<file path="config.mk">
export PLATFORM = sky130hd
export DESIGN_NAME = pet_stats_engine
export DESIGN_NICKNAME = d
export VERILOG_FILES = /design/src/rtl/pet_pkg.sv /design/src/rtl/pet_stats_engine_stat_counter.sv /design/src/rtl/pet_stats_engine.sv
export SDC_FILE = /design/constraint.sdc
export NUM_CORES = 1
export LEC_CHECK = 0
export ABC_AREA = 1
export CELL_PAD_IN_SITES_DETAIL_PLACEMENT = 0
export CELL_PAD_IN_SITES_GLOBAL_PLACEMENT = 1
export CORE_UTILIZATION = 41
export DETAILED_ROUTE_END_ITERATION = 6
export GPL_TIMING_DRIVEN = 0
export PLACE_DENSITY = 0.92
export SLEW_MARGIN = 20
export SYNTH_ARGS = -nofsm -noshare
export SYNTH_HDL_FRONTEND = slang
export SYNTH_SLANG_ARGS = --single-unit
</file>
<file path="constraint.sdc">
create_clock -name clk -period 3.2 [get_ports clk]
set_clock_uncertainty 0.1 [all_clocks]
set_input_delay 0.64 -clock clk [delete_from_list [all_inputs] [get_ports clk]]
set_output_delay 0.64 -clock clk [all_outputs]
set_load 0.01 [all_outputs]
</file>
<file path="src/rtl/pet_pkg.sv">
// pet_pkg: shared definitions for the pet statistics engine.
//   - ASCII command codes delivered by the UART/button decoder
//   - stat index assignments
//   - AWAKE/SLEEPING state encoding
package pet_pkg;

    localparam logic [7:0] CMD_IDLE  = 8'h00;
    localparam logic [7:0] CMD_EAT   = 8'h65;  // 'e'
    localparam logic [7:0] CMD_PLAY  = 8'h70;  // 'p'
    localparam logic [7:0] CMD_BATH  = 8'h62;  // 'b'
    localparam logic [7:0] CMD_SLEEP = 8'h73;  // 's'
    localparam logic [7:0] CMD_TALK  = 8'h74;  // 't'
    localparam logic [7:0] CMD_WAKE  = 8'h77;  // 'w'

    localparam int IDX_HUNGER  = 0;
    localparam int IDX_HAPPY   = 1;
    localparam int IDX_HYGIENE = 2;
    localparam int IDX_ENERGY  = 3;
    localparam int IDX_SOCIAL  = 4;

    typedef enum logic {
        AWAKE    = 1'b0,
        SLEEPING = 1'b1
    } state_t;

endpackage

</file>
<file path="src/rtl/pet_stats_engine_stat_counter.sv">
// stat_counter: one saturating need counter.
// Ports:
//   clk, reset  clock, async active-high reset (clears value)
//   inc, dec    step requests for this cycle; both together cancel out
//   value       current counter value, held in [0, STAT_MAX]
//   at_max      value == STAT_MAX
module stat_counter #(
    parameter int STAT_W   = 5,
    parameter int STAT_MAX = 15
) (
    input  logic              clk,
    input  logic              reset,
    input  logic              inc,
    input  logic              dec,
    output logic [STAT_W-1:0] value,
    output logic              at_max
);

    localparam logic [STAT_W-1:0] MAX_V = STAT_W'(STAT_MAX);

    always_ff @(posedge clk or posedge reset) begin
        if (reset) begin
            value <= '0;
        end else if (inc && !dec && value < MAX_V) begin
            value <= value + STAT_W'(1);
        end else if (dec && !inc && value != '0) begin
            value <= value - STAT_W'(1);
        end
    end

    assign at_max = (value == MAX_V);

endmodule

</file>
<file path="src/rtl/pet_stats_engine.sv">
// pet_stats_engine: NUM_STATS saturating need counters for the pet.
// Counters rise at random on each tick, fall on accepted care commands, and the
// energy counter drains every second tick while the pet sleeps.
// Ports:
//   clk, reset     system clock, async active-high reset
//   cmd            ASCII command, 8'h00 = idle / key released
//   random         LFSR value, low SEL_W bits pick the stat that decays this tick
//   stats          packed counters, stat i at [i*STAT_W +: STAT_W]
//   tick           one-cycle pulse per tick period
//   second         toggles on every tick (animation phase)
//   is_sleeping    sleep FSM is in SLEEPING
//   critical       some stat is at STAT_MAX
//   critical_mask  per-stat at-max flags
//   cmd_ack        one-cycle pulse after a command is accepted
module pet_stats_engine
    import pet_pkg::*;
#(
    parameter int NUM_STATS  = 5,
    parameter int STAT_W     = 5,
    parameter int STAT_MAX   = 15,
    parameter int TICK_DIV   = 27000000,
    parameter int SEL_W      = 3,
    parameter int ENERGY_IDX = 3
) (
    input  logic                        clk,
    input  logic                        reset,
    input  logic [7:0]                  cmd,
    input  logic [7:0]                  random,
    output logic [NUM_STATS*STAT_W-1:0] stats,
    output logic                        tick,
    output logic                        second,
    output logic                        is_sleeping,
    output logic                        critical,
    output logic [NUM_STATS-1:0]        critical_mask,
    output logic                        cmd_ack
);

    localparam int              CNT_W    = (TICK_DIV > 1) ? $clog2(TICK_DIV) : 1;
    localparam logic [CNT_W-1:0] CNT_LAST = CNT_W'(TICK_DIV - 1);

    logic [CNT_W-1:0]     count;
    logic                 tick_now;
    logic [SEL_W-1:0]     sel;
    logic [NUM_STATS-1:0] inc;
    logic [NUM_STATS-1:0] dec;
    logic                 known_cmd;
    logic                 accept;
    logic                 drain;
    logic                 drained;
    logic                 armed;
    int                   cmd_idx;
    state_t               state;
    logic [STAT_W-1:0]    energy;
    logic                 unused_random;

    // Tick divider. Stat updates happen on the same edge that raises tick,
    // so the tick pulse is visible together with its effect on stats.
    assign tick_now = (count == CNT_LAST);

    always_ff @(posedge clk or posedge reset) begin
        if (reset) begin
            count  <= '0;
            tick   <= 1'b0;
            second <= 1'b0;
        end else begin
            count  <= tick_now ? '0 : count + CNT_W'(1);
            tick   <= tick_now;
            second <= second ^ tick_now;
        end
    end

    assign sel           = random[SEL_W-1:0];
    assign unused_random = ^random;
    assign energy        = stats[ENERGY_IDX*STAT_W +: STAT_W];

    // Drain uses second before its toggle: every other tick while asleep.
    assign drain = tick_now && (state == SLEEPING) && second;

    assign known_cmd = (cmd == CMD_EAT)  || (cmd == CMD_PLAY) || (cmd == CMD_BATH) ||
                       (cmd == CMD_TALK) || (cmd == CMD_SLEEP);
    assign accept    = armed && (state == AWAKE) && !critical && known_cmd;

    always_comb begin
        cmd_idx = -1;
        case (cmd)
            CMD_EAT:  cmd_idx = IDX_HUNGER;
            CMD_PLAY: cmd_idx = IDX_HAPPY;
            CMD_BATH: cmd_idx = IDX_HYGIENE;
            CMD_TALK: cmd_idx = IDX_SOCIAL;
            default:  cmd_idx = -1;
        endcase
        inc = '0;
        dec = '0;
        // Indices outside 0..NUM_STATS-1 simply match nothing.
        for (int i = 0; i < NUM_STATS; i++) begin
            inc[i] = tick_now && (int'(sel) == i);
            dec[i] = (accept && cmd_idx == i) || (drain && i == ENERGY_IDX);
        end
    end

    for (genvar g = 0; g < NUM_STATS; g++) begin : g_stat
        stat_counter #(
            .STAT_W   (STAT_W),
            .STAT_MAX (STAT_MAX)
        ) u_stat (
            .clk    (clk),
            .reset  (reset),
            .inc    (inc[g]),
            .dec    (dec[g]),
            .value  (stats[g*STAT_W +: STAT_W]),
            .at_max (critical_mask[g])
        );
    end

    assign critical = |critical_mask;

    // Arming: a key must be released (cmd==0) before the next accept, so a
    // held key acts once. drained remembers a drain so the wake check sees
    // the post-drain energy value.
    always_ff @(posedge clk or posedge reset) begin
        if (reset) begin
            state   <= AWAKE;
            armed   <= 1'b1;
            cmd_ack <= 1'b0;
            drained <= 1'b0;
        end else begin
            cmd_ack <= accept;
            drained <= drain;
            if (cmd == CMD_IDLE)
                armed <= 1'b1;
            else if (accept)
                armed <= 1'b0;
            case (state)
                AWAKE: begin
                    if (accept && cmd == CMD_SLEEP)
                        state <= SLEEPING;
                end
                SLEEPING: begin
                    if (cmd == CMD_WAKE || critical || (drained && energy == '0))
                        state <= AWAKE;
                end
                default: state <= AWAKE;
            endcase
        end
    end

    assign is_sleeping = (state == SLEEPING);

endmodule

</file>
==> results of run 1 <==
==> flip-flops by register name, indices dropped and copies added (netlist names) <==
register / count
count: 25
g_stat.u_stat.value: 25
armed: 1
cmd_ack: 1
drained: 1
is_sleeping: 1
second: 1
tick: 1
==> per-layer routing <==
layer	vias to the layer above	track usage
li1	1898	-
met1	1794	0.266
met2	68	0.331
met3	7	0.0297
met4	0	0.0491
met5	-	0
==> timing repair <==
| item | in CTS | in global routing |
|---|---|---|
| pin swaps | 0 | 5 |
| gates resized for setup | 1 | 16 |
| cloned | 0 | 0 |
| setup endpoints to repair | 2 | 10 |
| buffers inserted | 1 | 6 |
==> final timing paths <==
check	end	startpoint	slack, ps	cells past startpoint
worst max-delay path	g_stat[0].u_stat.value[4]	cmd[1]	90	18
worst min-delay path	armed	armed	400	2
worst max register to register	g_stat[3].u_stat.value[4]	count[0]	180	15
worst min register to register	armed	armed	400	2
max in group asynchronous	g_stat[2].u_stat.value[3]	reset	2030	3
min in group asynchronous	g_stat[0].u_stat.value[1]	reset	490	2
==> critical path, stage by stage <==
cell and delay, ps:
clkdlybuf4s50_1 520, nor2_1 70, nand2_1 130, nor2_4 70
nor2_1 130, nand3_2 170, nand2_4 110, nor3_4 40
nand2_1 70, nand4_1 160, buf_4 210, fa_1 410
a31oi_2 230, inv_1 60, nand2_1 70, nand2_1 50
nand2_1 50, nand2_1 40
==> logic make-up after synthesis <==
group                    synth area share
AO/OA/AOI/OAI                      0.0745
XOR/XNOR                           0.0446
adder cells (fa/ha/maj)            0.0739
buffers and inverters               0.111
flip-flops                          0.345
AND/OR/NAND/NOR                     0.350
==> power groups by stage <==
| stage | Clock, W | Combinational (W) | Sequential [W] |
|---|---|---|---|
| finish | 0.000409 | 0.0000657 | 0.000712 |
| global route | 0.000451 | 0.0000733 | 0.000712 |
| CTS | 0.000421 | 0.0000638 | 0.000712 |
| detailed placement | 0 | 0.0000637 | 0.000726 |
| global placement | 0 | 0.0000576 | 0.000726 |
| floorplan | 0 | 0.0000307 | 0.000725 |
==> per-stage QoR <==
stage | cells | total power, W | hold slack [ps]
final | 747 | 0.00119 | 404
after global routing | 747 | 0.00124 | 432
after CTS | 741 | 0.00120 | 412
after detailed placement | 732 | 0.000789 | 396
after global placement | 731 | 0.000783 | 383
after floorplan | 555 | 0.000756 | 356
==> area by class of cell <==
cell class / count / share of cell area
repair buffers: 55 / 0.112
clock buffers: 8 / 0.0183
multi-input cells: 385 / 0.460
inverters: 106 / 0.0812
plain buffers: 8 / 0.0119
well taps: 129 / 0.0327
flip-flops and latches: 56 / 0.284
==> layout by cell type (no fill, tap or decap), types with 6 or more instances in the layout <==
cell type / n
nand2_1: 113
inv_1: 100
nor2_1: 59
dfrtp_1: 55
clkdlybuf4s50_1: 47
nand3_1: 43
nor3_1: 20
nand4_1: 18
xor2_1: 15
ha_1: 15
o21ai_1: 13
a21oi_1: 12
buf_4: 12
o21ai_0: 8
a31oi_1: 8
nand2_2: 7
nand3_2: 7
clkbuf_8: 6
==> results.yml, run 1 <==
floorplanning:
  die-area_sq_um: 10300
  io_pins: 53
  fp-row-count: 35
  floorplan.initialDensity: 0.432
  die_x_um: 102
  core_sq_um: 9420
  die_h_um: 102
logic_synthesis:
  netlist_instances: 555
  synth_top_area_frac: 0.339
  ys_async_sr_fraction: 1.00
  avgSynthCellArea_sq_um: 7.32
  ys_seq_area_frac: 0.345
  synth-seq-cells: 56
  yosysMostFrequentCell: "nand2_1"
  synth-edff-count: 0
  ys_warn_count: 0
  ys.flop_type: "dfrtp_1"
  synth_commonest_cells: "116 x nand2_1, 101 x inv_1, 62 x nor2_1"
  syn-num-nets: 594
  netlist_area_sq_um: 4060
  yosys-top-cells-area: "dfrtp_1 34%, nand2_1 11%, inv_1 9.3%"
  synth.distinct_cells: 42
  netlist.top_cell.by_area: "dfrtp_1"
layout:
  diodes: 0
  n_fill_cell: 927
  multi_input_area_sq_um: 2270
  layout.nets: 656
  synthToLayoutAreaGrowth_pct: 21.4
  utilization: 0.524
  stdcell_area_sq_um: 4930
  seqCellArea_sq_um: 1400
  drive_gt1_frac: 0.113
route:
  met1_length_um: 4500
  dr_wl_met3_um: 349
  routed.top_layer: "met4"
  wl_um: 9560
  first_iter_violations: 116
  drc: 0
  dr.pass1.iters: 4
  routed-via-count: 3767
  wl_met2_um: 4620
  vias_per_cell: 5.04
  ant_nets: 0
  wl_per_cell_um: 12.8
timing:
  setup_viol: 0
  fin_ws_ps: 92.0
  fmax_mhz: 322
  relSlewSlack: 0.674
  fin_crit_ps: 3110
  hold_viol: 0
  timing_worst_slew_pin_value_ps: 486
  tns_ps: 0
  fin_crit_sh: 0.971
  drv_slew: 0
place:
  place_congestion: 0.861
  hpwl_um: 7380
  place_ws_ps: -473
  postPlaceCellArea_sq_um: 4730
  port_buffers: 47
worst_setup_path:
  cp-end-kind: "register"
  start_kind: "primary input"
  crit_arrival_ps: 3220
  path_max_fanout: 5
  crit_type: "in -> reg"
  worstPathRequired_ps: 3310
pwr:
  power.density_nw_per_um2: 241
  p_seq_frac: 0.600
  internal-power_w: 0.000914
  comb_power_share: 0.055
  swShare: 0.230
  p_leak_nw: 2.48
  switchingPower_w: 0.000273
  clockPowerShare: 0.345
  ir_drop_uv: 137
clock_tree:
  insertion_delay_ps: 310
  ctsHoldBuffers: 0
  clock-root-buffer: "clkbuf_8"
  clockBufferDepth: 2
  clkSinkCount: 56
  cts-htree-levels: 2
  numCtsBuffers: 5
  cts.clk_slew.worst_paths_ps: 100
  tritoncts: "done"
grt:
  antenna_found_initial: 0
  grt_usage: 0.197
  grt_start_max_net_pins: 44
  grt_pass1_wl_um: 16300
  grt_pass1_vias: 3589
  overflow: 0
hold_path:
  worstHoldPathType: "reg -> reg"
outcome:
  status: "complete, no violations"
job:
  drv_cap: 0
Note: power is estimated with default switching activity, not from simulation.
==> run 2: changes to the inputs <==
--- a/config.mk
+++ b/config.mk
@@ -8,6 +8,7 @@
 export ABC_AREA = 1
 export CELL_PAD_IN_SITES_DETAIL_PLACEMENT = 0
 export CELL_PAD_IN_SITES_GLOBAL_PLACEMENT = 1
+export CORE_ASPECT_RATIO = 0.6
 export CORE_UTILIZATION = 41
 export DETAILED_ROUTE_END_ITERATION = 6
 export GPL_TIMING_DRIVEN = 0
@@ -16,3 +17,4 @@
 export SYNTH_ARGS = -nofsm -noshare
 export SYNTH_HDL_FRONTEND = slang
 export SYNTH_SLANG_ARGS = --single-unit
+export TNS_END_PERCENT = 30
==> run 2 against run 1 <==
Net effect:
- setup slack gained 35 ps
- combinational power grew 6.2%
- fmax grew 1.1%
- routed wire length grew 9.8%
- largest cell class unchanged
- largest power group is now clock
==> results.yml, run 2 (synthesis gave the netlist of run 1 again) <==
outcome:
  status: "complete, no violations"
route:
  first_iter_violations: 349
  drc: 0
  wl_um: 10500
  wl_per_cell_um: 14.0
  routed-via-count: 3779
  vias_per_cell: 5.05
  dr.pass1.iters: 5
  ant_nets: 0
floorplanning:
  core_sq_um: 9390
  die_h_um: 79.1
  io_pins: 53
  floorplan.initialDensity: 0.433
  fp-row-count: 27
  die_x_um: 131
  die-area_sq_um: 10300
pwr:
  internal-power_w: 0.00126
  swShare: 0.205
  p_leak_nw: 2.60
  p_seq_frac: 0.447
  power.density_nw_per_um2: 310
  ir_drop_uv: 262
  switchingPower_w: 0.000325
  clockPowerShare: 0.509
  comb_power_share: 0.044
grt:
  grt_start_max_net_pins: 48
  use_met2: 0.313
  gr-usage-met1: 0.339
  overflow: 0
  grt_usage: 0.224
  grt_pass1_vias: 3534
  antenna_found_initial: 0
  met3_usage: 0.0573
  grt_pass1_wl_um: 17600
  grt.busiest_layer: "met1"
timing:
  setup_viol: 0
  fin_crit_ps: 3070
  timing_worst_slew_pin_value_ps: 474
  drv_slew: 0
  fmax_mhz: 325
  hold_viol: 0
  fin_crit_sh: 0.960
  relSlewSlack: 0.682
  fin_ws_ps: 127
worst_setup_path:
  start_kind: "primary input"
  crit_arrival_ps: 3180
  worstPathRequired_ps: 3310
  reg2reg_from: "count[0]"
  crit_type: "in -> reg"
  path_max_fanout: 4
  cp-end-kind: "register"
  crit_start: "cmd[4]"
hold_path:
  worstHoldStart: "armed"
  worstHoldPathType: "reg -> reg"
place:
  postPlaceCellArea_sq_um: 4730
  place_ws_ps: -581
  port_buffers: 47
  dpl.cell_count: 733
  hpwl_um: 8050
  place_congestion: 0.895
layout:
  stdcell_area_sq_um: 5120
  final_common_cell: "nand2_1"
  synthToLayoutAreaGrowth_pct: 26.0
  fin_cells: 749
  reg_top3: "count (25), g_stat.u_stat.value (25)"
  diodes: 0
  layout.nets: 657
  final_cell_mix: "112 x nand2_1, 100 x inv_1, 57 x nor2_1"
  n_fill_cell: 929
  drive_gt1_frac: 0.129
clock_tree:
  clock-root-buffer: "clkbuf_16"
  insertion_delay_ps: 310
  cts.clk_slew.worst_paths_ps: 80
  ctsHoldBuffers: 0
  numCtsBuffers: 5
  cts-htree-levels: 2
  tritoncts: "done"
  clkSinkCount: 56
  clockBufferDepth: 2
job:
  drv_cap: 0
[run 2: worst paths after layout]
path,depth (start not counted),slack [ps],to
worst max-delay path,19,130,g_stat[0].u_stat.value[4]
worst min-delay path,2,400,armed
worst max register to register,15,170,g_stat[3].u_stat.value[4]
worst min register to register,2,400,armed
max in group asynchronous,3,1990,armed
min in group asynchronous,2,480,g_stat[2].u_stat.value[3]
[run 2: metal layers]
layer | vias to the layer above | share of wire
met4 | 0 | 0.011
met5 | - | 0
met2 | 109 | 0.40
li1 | 1907 | -
met1 | 1751 | 0.52
met3 | 12 | 0.070
[run 2: worst max-delay path, stage by stage]
cell	delay, ps
clkdlybuf4s50_1	460
nand2_1	90
inv_1	70
nand2_4	110
nor2_4	50
nor2_1	120
nand3_2	150
nand2_4	100
nor3_4	40
nand2_1	50
nand4_1	190
buf_4	230
fa_1	410
a31oi_2	220
inv_1	50
nand2_1	60
nand2_1	40
nand2_1	50
nand2_1	40
[run 2: cell type report]
type / instances / area, sq um / area share
plain buffers: 8 / 58.8 / 0.0115
clock buffers: 5 / 125 / 0.0244
clock inverters: 3 / 90.1 / 0.0176
inverters: 106 / 400 / 0.0782
multi-input cells: 385 / 2310 / 0.452
flip-flops and latches: 56 / 1400 / 0.274
well taps: 130 / 163 / 0.0318
repair buffers: 56 / 568 / 0.111
[run 2: power by group through the flow]
stage           logic, W  clock network, W  registers, W
3_5_place_dp   0.0000660                 0      0.000725
2_1_floorplan  0.0000307                 0      0.000725
3_3_place_gp   0.0000595                 0      0.000725
6_report       0.0000698          0.000808      0.000711
5_1_grt        0.0000779          0.000849      0.000711
4_1_cts        0.0000676          0.000813      0.000711
[run 2: what timing repair did]
| action | 4_1_cts | 5_1_grt |
|---|---|---|
| setup endpoints to repair | 4 | 11 |
| resized for setup | 7 | 24 |
| pin swaps | 1 | 8 |
| buffers inserted | 2 | 6 |
[run 2: per-stage QoR]
stage | hold slack (ps) | total power (W) | util | TNS (ps)
after floorplan | 356 | 0.000756 | - | 0
final | 401 | 0.00159 | 0.545 | 0
after global placement | 387 | 0.000785 | 0.500 | -5670
after detailed placement | 385 | 0.000791 | 0.503 | -3050
after global routing | 423 | 0.00164 | 0.545 | -70.9
after CTS | 401 | 0.00159 | 0.531 | 0
==> patch 1 (settings of run 2) <==
`STAT_W` is set to 5 in 2 places; all go to 10.
--- a/src/rtl/pet_stats_engine_stat_counter.sv
+++ b/src/rtl/pet_stats_engine_stat_counter.sv
@@ -5,7 +5,7 @@
 //   value       current counter value, held in [0, STAT_MAX]
 //   at_max      value == STAT_MAX
 module stat_counter #(
-    parameter int STAT_W   = 5,
+    parameter int STAT_W   = 10,
     parameter int STAT_MAX = 15
 ) (
     input  logic              clk,
--- a/src/rtl/pet_stats_engine.sv
+++ b/src/rtl/pet_stats_engine.sv
@@ -16,7 +16,7 @@
     import pet_pkg::*;
 #(
     parameter int NUM_STATS  = 5,
-    parameter int STAT_W     = 5,
+    parameter int STAT_W     = 10,
     parameter int STAT_MAX   = 15,
     parameter int TICK_DIV   = 27000000,
     parameter int SEL_W      = 3,
Ports: changed (resized stats); port bits go from 53 to 78. No check against the original RTL was run, so the function may have changed too.
==> patch 1 against run 2 <==
  * The flow now finishes with violations (setup timing)
  * Sequential power increased by 46%
  * Wire length increased by 67%
  * Cell area increased by 68%
  * Synthesized area increased by 52%
  * Combinational power increased by 63%
  * Power increased by 45%
  * Setup slack got worse by 0.23 ns
  * Sequential cell count increased by 25
  * Clock power increased by 42%
  * Count of clock-buffer cells in the layout increased by 9
  * Critical endpoint is now g_stat[0].u_stat.value[9]
==> patch 1: results (changes against run 2) <==
nets@finish=1,006 (+53%); worst r2r src=count[1]; H-Tree Depth=3 (+1); M1 wire length=8.786 mm (+62%); Yosys reg bits=81 (+45%); placed inst area=0.007177 mm2 (+52%); fill count=1,286 (+38%); Iter 0 DRT Violations=381 (+9.2%); Syn Inst Count=815 (+47%); met1 usage=33.52% (-0.34 points); CTS clk-pin slew, worst paths=0.06 ns (-0.02 ns); worst slack, placed=-0.9662 ns (-0.3847 ns); GR Util All Layers=22.06% (-0.35 points); pin count of the biggest net entering global routing=56 (+17%); slew margin rel.=68.40% (+0.18 points); met3 wire len=1.013 mm (+38%); share of layout cells above drive strength 1=23.97% (+11 points); Crit path largest cell delay=0.41 ns (-0.05 ns); clock-cell share of area=3.761% (-0.44 points); Signal inverters=122 (+15%); met2 Use GR=32.20% (+0.93 points); Synth Area in Compound Gates=13.27% (+5.8 points); maximum vdd drop=0.1801 mV (-31%); XOR/XNOR Fraction of Synth Area=6.514% (+2.0 points); Crit-path slowest cell=dfrtp_1; Internal Power=0.001801 W (+42%); Area contributors post-synth=dfrtp_1 32%, nand2_1 8.4%, ha_1 8.3%; met2 WL=7.547 mm (+78%); mean number of vias per cell=5.191 (+2.9%); outcome=complete, but fails checks; sequential area share after synthesis=32.79% (-1.7 points); vias in the first global route=5,528 (+56%); Inst Count DP=1,085 (+48%); Hold WS=0.3969 ns (-0.004093 ns); # setup viols final=9 (+9); syn nets=879 (+48%); WL/cell=15.31 um (+9.2%); # rows=34 (+26%); WL final=17.53 mm (+67%); first-pass GRT wire length=27.52 mm (+57%); failing checks=setup timing; Adder-Cell Fraction of Synth Area=9.913% (+2.5 points); CP arrival=3.44 ns (+0.26 ns); fraction of area in registers=23.57% (-3.8 points); multi-input gates=599 (+56%); PortBufs=71 (+51%); Cell variety after synth=47 (+12%); most frequent cells after synthesis=138 x nand2_1, 119 x inv_1, 96 x nor2_1; Setup crit start kind=flop; CTS Buf Count=9 (+4); Clock Latency Late Sink=0.35 ns (+0.04 ns); GP Congestion=0.8610 (-3.8%); LEAKAGE=4.146 nW (+60%); final worst setup slack=-0.1048 ns (-0.2317 ns); Largest regs=g_stat.u_stat.value x50, count x25
==> patch 1: cell count changes after synthesis, sizes merged, moves of 16 or more <==
cell / change
a21oi: +54
ha: +25
inv: +16
nor2: +41
dfrtp: +25
xor2: +18
o21ai: +19
nand2: +22
==> patch 1: repair_timing <==
action                                 4_1_cts  5_1_grt
resized for setup                           83       92
endpoints found under the hold margin        0        0
cloned                                       1        0
setup buffers                               31       12
pin swaps                                   31       49
hold buffers                                 0        0
setup endpoints to repair                   36       26
==> patch 1: power groups by stage <==
| stage | sequential [W] | clock (W) | combinational [W] |
|---|---|---|---|
| floorplan | 0.00106 | 0 | 0.0000596 |
| global placement | 0.00106 | 0 | 0.0000984 |
| detailed placement | 0.00106 | 0 | 0.000104 |
| CTS | 0.00104 | 0.00117 | 0.000109 |
| global route | 0.00104 | 0.00121 | 0.000127 |
| finish | 0.00104 | 0.00115 | 0.000114 |
==> patch 2 (settings of run 2) <==
Without the edit above. Reset style: synchronous (`reset`), changed in 3 clocked blocks. Comments in the files are not updated.
--- a/src/rtl/pet_stats_engine_stat_counter.sv
+++ b/src/rtl/pet_stats_engine_stat_counter.sv
@@ -18,7 +18,7 @@
 
     localparam logic [STAT_W-1:0] MAX_V = STAT_W'(STAT_MAX);
 
-    always_ff @(posedge clk or posedge reset) begin
+    always_ff @(posedge clk) begin
         if (reset) begin
             value <= '0;
         end else if (inc && !dec && value < MAX_V) begin
--- a/src/rtl/pet_stats_engine.sv
+++ b/src/rtl/pet_stats_engine.sv
@@ -57,7 +57,7 @@
     // so the tick pulse is visible together with its effect on stats.
     assign tick_now = (count == CNT_LAST);
 
-    always_ff @(posedge clk or posedge reset) begin
+    always_ff @(posedge clk) begin
         if (reset) begin
             count  <= '0;
             tick   <= 1'b0;
@@ -117,7 +117,7 @@
     // Arming: a key must be released (cmd==0) before the next accept, so a
     // held key acts once. drained remembers a drain so the wake check sees
     // the post-drain energy value.
-    always_ff @(posedge clk or posedge reset) begin
+    always_ff @(posedge clk) begin
         if (reset) begin
             state   <= AWAKE;
             armed   <= 1'b1;
Behaviour: differs if reset is asserted again (counterexample within 4 cycles, from zero or initial values and one cycle with reset high); with reset held inactive, the same outputs for 10 cycles.
==> patch 2 against run 2 <==
  * Synthesized area down 7.2%
  * Setup slack better by 0.095 ns
  * Cell area down 11%
  * Power down 16%
  * Sequential cell count unchanged
  * Via count down 3.7%
  * Sequential share of layout area down 2.7 points
  * Core utilization down 2.4 points
  * Wire length down 9.9%
  * Largest power group is now registers
  * Highest routed layer unchanged
==> patch 2: results (changes against run 2) <==
maximum vdd drop=0.2043 mV (-22%); Cell variety after synth=44 (+4.8%); Main synth FF type=dfxtp_1; minimum clock period=2.979 ns (-0.09456 ns); first-pass GRT wire length=16.10 mm (-8.3%); GR Util All Layers=20.81% (-1.6 points); outcome=finished, final reports clean; area occupied by multi-input gates=0.002311 mm2 (-0.11%); Area contributors post-synth=dfxtp_1 30%, nand2_1 11%, nor2_1 10%; clock-cell share of area=3.220% (-0.98 points); hold_sp=count[0]; crit-path max FO=5 (+1); most frequent cells after synthesis=113 x nand2_1, 102 x nor2_1, 69 x inv_1; NonClk Buf Share=11.64% (-0.60 points); Adder-Cell Fraction of Synth Area=7.963% (+0.57 points); mean number of vias per cell=4.986 (-1.2%); met1 usage=30.59% (-3.3 points); worst slack, placed=-0.2042 ns (+0.3772 ns); FF+latch area=0.001121 mm2 (-20%); met2 Use GR=32.06% (+0.79 points); GP Congestion=0.8635 (-3.5%); LEAKAGE=1.965 nW (-24%); share of layout cells above drive strength 1=11.65% (-1.3 points); multi-input gates=419 (+8.8%); Signal inverters=79 (-25%); Reg2Reg Setup Slack=0.39 ns (+0.22 ns); Reg2Reg Depth=14 (-1); buffers outside the clock class=56 (-13%); WL/cell=12.95 um (-7.6%); crit path from=cmd[6]; DP HPWL=7.445 mm (-7.5%); Crit path largest cell delay=0.50 ns (+0.04 ns); syn nets=602 (+1.3%)
## patch 2: kinds of logic (layout without fill, tap and decap cells)
group,Yosys count,after routing
XOR/XNOR,16,16
buffers and inverters,88,143
AND/OR/NAND/NOR,325,325
adder cells (fa/ha/maj),21,21
AO/OA/AOI/OAI,57,57
flip-flops,56,56
## patch 2: stage by stage
stage	cells	power [W]	area [um2]	hold slack (ns)	setup TNS (ns)
global route	730	0.001394	4547	0.3871	0
finish	730	0.001340	4547	0.3550	0
detailed placement	722	0.0007835	4382	0.3523	-0.9025
global placement	722	0.0007820	4382	0.3286	-0.3020
CTS	730	0.001352	4528	0.3627	0
floorplan	563	0.0007510	3771	0.3175	0
## patch 2: routing by layer
| metal | up-vias | share of wire, % |
|---|---|---|
| met5 | - | 0 |
| met2 | 79 | 41 |
| met3 | 5 | 4.0 |
| met4 | 0 | 0.63 |
| li1 | 1908 | - |
| met1 | 1648 | 54 |
